`config.mk`:
```
export PLATFORM = sky130hd
export DESIGN_NAME = mul_seq_ctrl
export DESIGN_NICKNAME = d
export VERILOG_FILES = /design/src/rtl/mul_seq_ctrl.sv
export SDC_FILE = /design/constraint.sdc
export NUM_CORES = 1
export LEC_CHECK = 0
export BUFFER_PORTS_ARGS = -buffer_cell sky130_fd_sc_hd__buf_2
export CAP_MARGIN = 10
export CORE_ASPECT_RATIO = 0.6
export CORE_UTILIZATION = 50
export CTS_CLUSTER_DIAMETER = 100
export CTS_CLUSTER_SIZE = 24
export DETAILED_ROUTE_END_ITERATION = 10
export HOLD_SLACK_MARGIN = 0.05
export PLACE_DENSITY = 0.76
export RECOVER_POWER = 50
export SETUP_SLACK_MARGIN = 0.05
export SYNTH_ARGS = -nofsm -noshare
export SYNTH_HDL_FRONTEND = slang
export SYNTH_SLANG_ARGS = --single-unit
export TNS_END_PERCENT = 5
```
`constraint.sdc`:
```
create_clock -name clk -period 3.7 [get_ports clk]
set_clock_uncertainty 0.2 [all_clocks]
set_input_delay 0.74 -clock clk [delete_from_list [all_inputs] [get_ports clk]]
set_output_delay 0.74 -clock clk [all_outputs]
set_load 0.01 [all_outputs]
```
`src/rtl/mul_seq_ctrl.sv`:
```
// Sequential shift-add multiplier controller for the MUL/MULS path.
// It holds the core with stall while a product is being built, then pulses
// done for one writeback cycle. result keeps the low WIDTH bits of a*b.
module mul_seq_ctrl #(
  parameter int unsigned WIDTH      = 32,
  parameter bit          EARLY_TERM = 1'b1
) (
  input  logic             clk,
  input  logic             reset,
  input  logic             start,
  input  logic             flush,
  input  logic [WIDTH-1:0] op_a,
  input  logic [WIDTH-1:0] op_b,
  output logic             stall,
  output logic             done,
  output logic [WIDTH-1:0] result,
  output logic             flag_n,
  output logic             flag_z
);

  localparam int unsigned CW = $clog2(WIDTH) + 1;

  typedef enum logic [1:0] {StIdle, StRun, StDone} state_e;

  state_e           state_q;
  logic [WIDTH-1:0] acc_q;
  logic [WIDTH-1:0] a_sh_q;
  logic [WIDTH-1:0] b_sh_q;
  logic [CW-1:0]    count_q;

  logic             accept;
  logic             last_iter;
  logic [WIDTH-1:0] acc_sum;

  // Accept decision, this cycle's partial sum and termination test.
  always_comb begin
    accept    = start && !flush && (state_q != StRun);
    acc_sum   = b_sh_q[0] ? (acc_q + a_sh_q) : acc_q;
    // Early exit once no multiplier bits remain after this iteration.
    last_iter = (count_q == CW'(WIDTH - 1)) ||
                (EARLY_TERM && (b_sh_q[WIDTH-1:1] == '0));
    // Combinational so the core freezes in the start cycle itself.
    stall     = accept || (state_q == StRun);
  end

  // Controller FSM with datapath and registered done/result/flags.
  always_ff @(posedge clk) begin
    if (!reset) begin
      state_q <= StIdle;
      acc_q   <= '0;
      a_sh_q  <= '0;
      b_sh_q  <= '0;
      count_q <= '0;
      done    <= 1'b0;
      result  <= '0;
      flag_n  <= 1'b0;
      flag_z  <= 1'b1;
    end else begin
      done <= 1'b0;
      unique case (state_q)
        StIdle, StDone: begin
          if (accept) begin
            acc_q   <= '0;
            a_sh_q  <= op_a;
            b_sh_q  <= op_b;
            count_q <= '0;
            state_q <= StRun;
          end else begin
            state_q <= StIdle;
          end
        end
        StRun: begin
          if (flush) begin
            // Squashed op: no done, previous result and flags stay visible.
            state_q <= StIdle;
          end else begin
            acc_q   <= acc_sum;
            a_sh_q  <= a_sh_q << 1;
            b_sh_q  <= b_sh_q >> 1;
            count_q <= count_q + CW'(1);
            if (last_iter) begin
              state_q <= StDone;
              done    <= 1'b1;
              result  <= acc_sum;
              flag_n  <= acc_sum[WIDTH-1];
              flag_z  <= (acc_sum == '0);
            end
          end
        end
        default: state_q <= StIdle;
      endcase
    end
  end

endmodule

```
== After elaboration in Yosys (flattened, before gate mapping) ==
Cells that the tools add are included.
Storage, ports and cells
  input bits: 68
  register bits after elaboration: 139
Cells by class
  $add $sub $neg: 2
  bitwise operators: 3
  reduce and logical (&&, ||, !) cells: 13
  eq/ne operators: 7
  mux-type cells: 18
Operators by type and width (number)
  2-to-1 mux 32 bit: 7
  case mux 32 bit (2 select lines): 3
  adder 32 bit: 1
  logical NOT 32 bit: 1
  logical NOT 31 bit: 1
  2-to-1 mux 6 bit: 2
  case mux 6 bit (2 select lines): 1
  adder 6 x 1 -> 6 bit, second input constant: 1
  equality test 6 x 5 -> 1 bit, second input constant: 1
  AND reduction 3 bit: 2
  2-to-1 mux 2 bit: 2
  != test 2 bit, second input constant: 2
  case mux 2 bit (2 select lines): 1
  != test 3 bit, second input constant: 1
  inverter 1 bit: 3
  OR reduction 3 bit: 1
  equality test 2 x 1 -> 1 bit, second input constant: 1
  equality test 2 bit, second input constant: 1
  logical AND 1 bit: 2
  logical NOT 2 bit: 1
  logical OR 1 bit: 2
  2-to-1 mux 1 bit: 2
  != test 2 x 1 -> 1 bit, second input constant: 1
  nonzero test 2 bit: 1
  2 further kinds: 2

== Logic depth before layout (Yosys ltp) ==
  depth in word-level cells: 5
  gate-level depth with buffers: 12

== Worst setup path before layout ==
Ideal clock, no wire load.
  path type: reg-to-reg
  start point: register acc_q[0]
  end point: register flag_z
  arrival time: 3498 ps
  path buffers: 0
  stages on the path, launching flop included: 13
  period minus slack after synthesis: 3783 ps
  required time: 3416 ps
  slack: -83 ps
  cells stage by stage: dfxtp_1 > ha_1 > fa_1 > a211oi_1 > o211a_1 > o31a_1 > xnor2_1 > mux2_2 > or4_1 > or4b_1 > nor4_1 > nand4_1 > o31ai_2
Between the ends
  longest elaborated chain between the ends: 3
RTL lines
  start, declared: line 26  | logic [WIDTH-1:0] acc_q;
  start signal, assigned: line 77  | acc_q <= acc_sum;
  adder 32 bit: line 38  | acc_sum = b_sh_q[0] ? (acc_q + a_sh_q) : acc_q;
  2-to-1 mux 32 bit *: line 38
  logical NOT 32 bit *: line 86  | flag_z <= (acc_sum == '0);
  end signal, assigned: line 86
  end, declared: line 18  | output logic flag_z
Every way passes the cells marked *; elsewhere a longest branch is shown, timed or not.
A chain may end at the register's enable or synchronous reset.

== Worst setup path in the final report ==
  start point: register acc_q[1]
  end point: register flag_z
Same word-level chain as after synthesis.

==> flow_metrics.py <==
metrics = {
    "status": {
        "status": "finished, violations left",
        "violations": "capacitance limit, slew limit",
    },
    "yosys": {
        "synth_nets": 1015,
        "synth.yosys.seq_area_share": 0.3536,
        "synth_top_area_cell": "sky130_fd_sc_hd__dfxtp_1",
        "synthArstFlopShare": 0,
        "ys.flop_type": "sky130_fd_sc_hd__dfxtp_1",
        "post_synth.cell_area_avg_sq_um": 8.549,
        "synth.most_common_cell": "sky130_fd_sc_hd__nor2_1",
        "synthDistinctLibCells": 75,
        "synth_area_sq_mm": 0.007814,
        "netlist_top_cells_count": "167 x sky130_fd_sc_hd__nor2_1, 138 x sky130_fd_sc_hd__dfxtp_1, 85 x sky130_fd_sc_hd__mux2i_1, 83 x sky130_fd_sc_hd__a211oi_1, 51 x sky130_fd_sc_hd__clkbuf_1",
        "synth.area.top_cells": "sky130_fd_sc_hd__dfxtp_1 35%, sky130_fd_sc_hd__mux2i_1 11%, sky130_fd_sc_hd__nor2_1 8.0%",
        "synth_edf_count": 0,
        "synthesis.instances": 914,
        "ys_warn_count": 0,
        "synth_seq_cells": 138,
        "post-synth-top-area-fraction": 0.3536,
    },
    "cells_and_area": {
        "non_filler_instance_count_after_layout": 1232,
        "flow.area_growth_from_synthesis_pct": 18.83,
        "post_route_cells_drive_above_1_share": 0.1876,
        "layout_net_count": 1122,
        "final_design_area_no_fill_sq_mm": 0.009285,
        "final_core_util": 0.6236,
        "insertedDiodeCount": 0,
    },
    "power": {
        "vdd_ir_drop_max_uv": 270.5,
        "finalPower_mw": 3.872,
        "cell_leakage_power_nw": 3.993,
        "power_density_mw_per_mm2": 417.0,
    },
    "global_routing": {
        "antenna_violations_before_repair": 0,
        "globalRouteTotalUtil": 0.2853,
        "grt_remaining_overflow": 0,
        "first_global_vias": 6783,
        "pin_count_of_the_biggest_net_entering_global_routing": 105,
        "grt_pass1_wl_microns": 36090,
    },
    "setup_path": {
        "cp_slowest_stage_delay_ns": 0.53,
        "worst_path_max_delay_cell": "sky130_fd_sc_hd__or4_4",
        "path_class": "flop to flop",
        "worstSetupStartpointType": "flop",
        "critical_path.max_fanout": 3,
        "reg2reg_setup_slack_ns": 0.04,
        "crit_required_ns": 3.85,
        "critical_path.endpoint_type": "flop",
        "worst_ep_arrival_time_ns": 3.80,
        "critical_path.cell_chain": "ha_4 > a211o_1 > a221oi_4 > nor3_2 > or3_4 > a31o_1 > or4_4 > or4b_4 > nor4_4 > nand4_1 > o31ai_2",
    },
    "placement": {
        "post_dp_cell_area_sq_mm": 0.008692,
        "place.detailed.instances": 1200,
        "io_buffer_count": 103,
        "gp_congestion": 0.9639,
        "pre_cts_ws_ns": -0.1877,
        "dp_hpwl_microns": 16240,
    },
    "clock_network": {
        "cts_tree": "done",
        "clock_sinks": 138,
        "postCtsSetupBuffers": 0,
        "clkLatencyLatePin_ns": 0.43,
        "buffer_type_at_the_clock_tree_root": "sky130_fd_sc_hd__clkbuf_16",
        "cts.reportedPaths.clkPinSlew_ns": 0.06,
        "cts-buffers-inserted": 17,
        "clock_path_buffers": 2,
        "htreeDepth": 4,
    },
    "sta": {
        "tightest_slew_ns": 1.526,
        "final.setup.worst_slack_ns": 0.04251,
        "timing_max_transition_violations_final": 47,
        "setup_viol": 0,
        "max-slew-margin-rel": -0.01743,
        "totalNegativeSetupSlack_ns": 0,
        "layout_min_cycle_time_ns": 3.657,
        "hold_viol": 0,
        "grt_setup_unrepaired": "true",
        "max_freq_mhz": 273.4,
        "fin_crit_sh": 0.9885,
        "hold-worst-slack_ns": 0.2807,
    },
    "die": {
        "die_area_sq_mm": 0.01615,
        "coreArea_sq_mm": 0.01489,
        "die_y_microns": 98.83,
        "placementRows": 34,
        "floorplan.die.width_microns": 163.4,
        "io_pins": 104,
        "floorplan.initialDensity": 0.5248,
    },
    "routing": {
        "vias": 7423,
        "route.antenna.remaining_nets": 0,
        "first_pass_iters": 6,
        "post_route_wl_microns": 22590,
        "number_of_drc_markers_after_the_initial_detailed_route_iteration": 722,
        "wl_per_cell_microns": 18.33,
        "routed_via_density": 6.025,
        "drc": 0,
    },
    "hold_path": {
        "holdCritPathClass": "flop to flop",
    },
    "job": {
        "number_of_maximum_capacitance_constraint_violations": 1,
    },
}
report_power, final:
part / switching (mW) / leakage, nW / internal (mW) / total, mW
clock: 0.733 / 0.283 / 0.977 / 1.71
sequential: 0.0572 / 1.13 / 1.55 / 1.61
combinational: 0.323 / 2.58 / 0.231 / 0.554
total: 1.11 / 3.99 / 2.76 / 3.87
layout by cell type, fill, tap and decap left out, drive strengths merged, types with 5 or more instances in the layout:
master  instances
nor2          167
dfxtp         138
buf           119
mux2i          85
a211oi         83
clkbuf         59
a21oi          46
nand2          43
o21ai          33
ha             32
a22oi          20
nand4          16
xor2           12
nand3          12
nor3           12
xnor2          10
o21a            9
nor4            9
and2            9
inv             9
nand2b          8
a31oi           8
a21o            7
o211ai          6
clkinv          5
final timing paths:
kind                   from   endpoint  cells past startpoint
setup / recovery   acc_q[1]     flag_z                     11
hold reg to reg   acc_q[14]  acc_q[14]                      2
setup reg to reg   acc_q[1]     flag_z                     11
hold / removal    acc_q[14]  acc_q[14]                      2
flip-flops by register name (all words and copies together) (netlist names):
signal   flops
a_sh_q      32
acc_q       32
b_sh_q      32
result      32
count_q      6
state_q      2
done         1
flag_z       1
per-layer routing:
| metal | track usage | wire length (microns) |
|---|---|---|
| met1 | 0.4483 | 11400 |
| met2 | 0.3778 | 8680 |
| met3 | 0.06439 | 2239 |
| met4 | 0.07836 | 265 |
| met5 | 0 | 0 |
what timing repair did:
action,CTS,global route
pin swaps,6,5
setup endpoints to repair,1,4
resized for setup,6,13
hold buffers,0,0
critical path: cells and delay by family, from the launching register on:
family          cells  cell delay [ns]
fa+ha+maj           1             0.23
compound gates      4             0.99
simple gates        6             1.79
flops               1             0.36
kinds of logic (layout without fill, tap and decap cells):
group / Yosys count / count (layout) / share of synthesized area
AND/OR/NAND/NOR: 307 / 307 / 0.1806
AO/OA/AOI/OAI: 251 / 251 / 0.2242
flip-flops: 138 / 138 / 0.3536
multiplexers: 88 / 88 / 0.1132
buffers and inverters: 75 / 195 / 0.04996
adder cells (fa/ha/maj): 33 / 33 / 0.05380
XOR/XNOR: 22 / 22 / 0.02466
final cells by class:
| cell class | count | area, sq um |
|---|---|---|
| clock buffer | 19 | 452.9 |
| clock inverter | 13 | 131.4 |
| fill | 1336 | 5604 |
| inverter | 4 | 17.52 |
| multi-input combinational | 701 | 4770 |
| sequential | 138 | 2771 |
| tap | 198 | 247.7 |
| timing repair buffer | 159 | 894.6 |
Power figures use the tool's default switching activity.
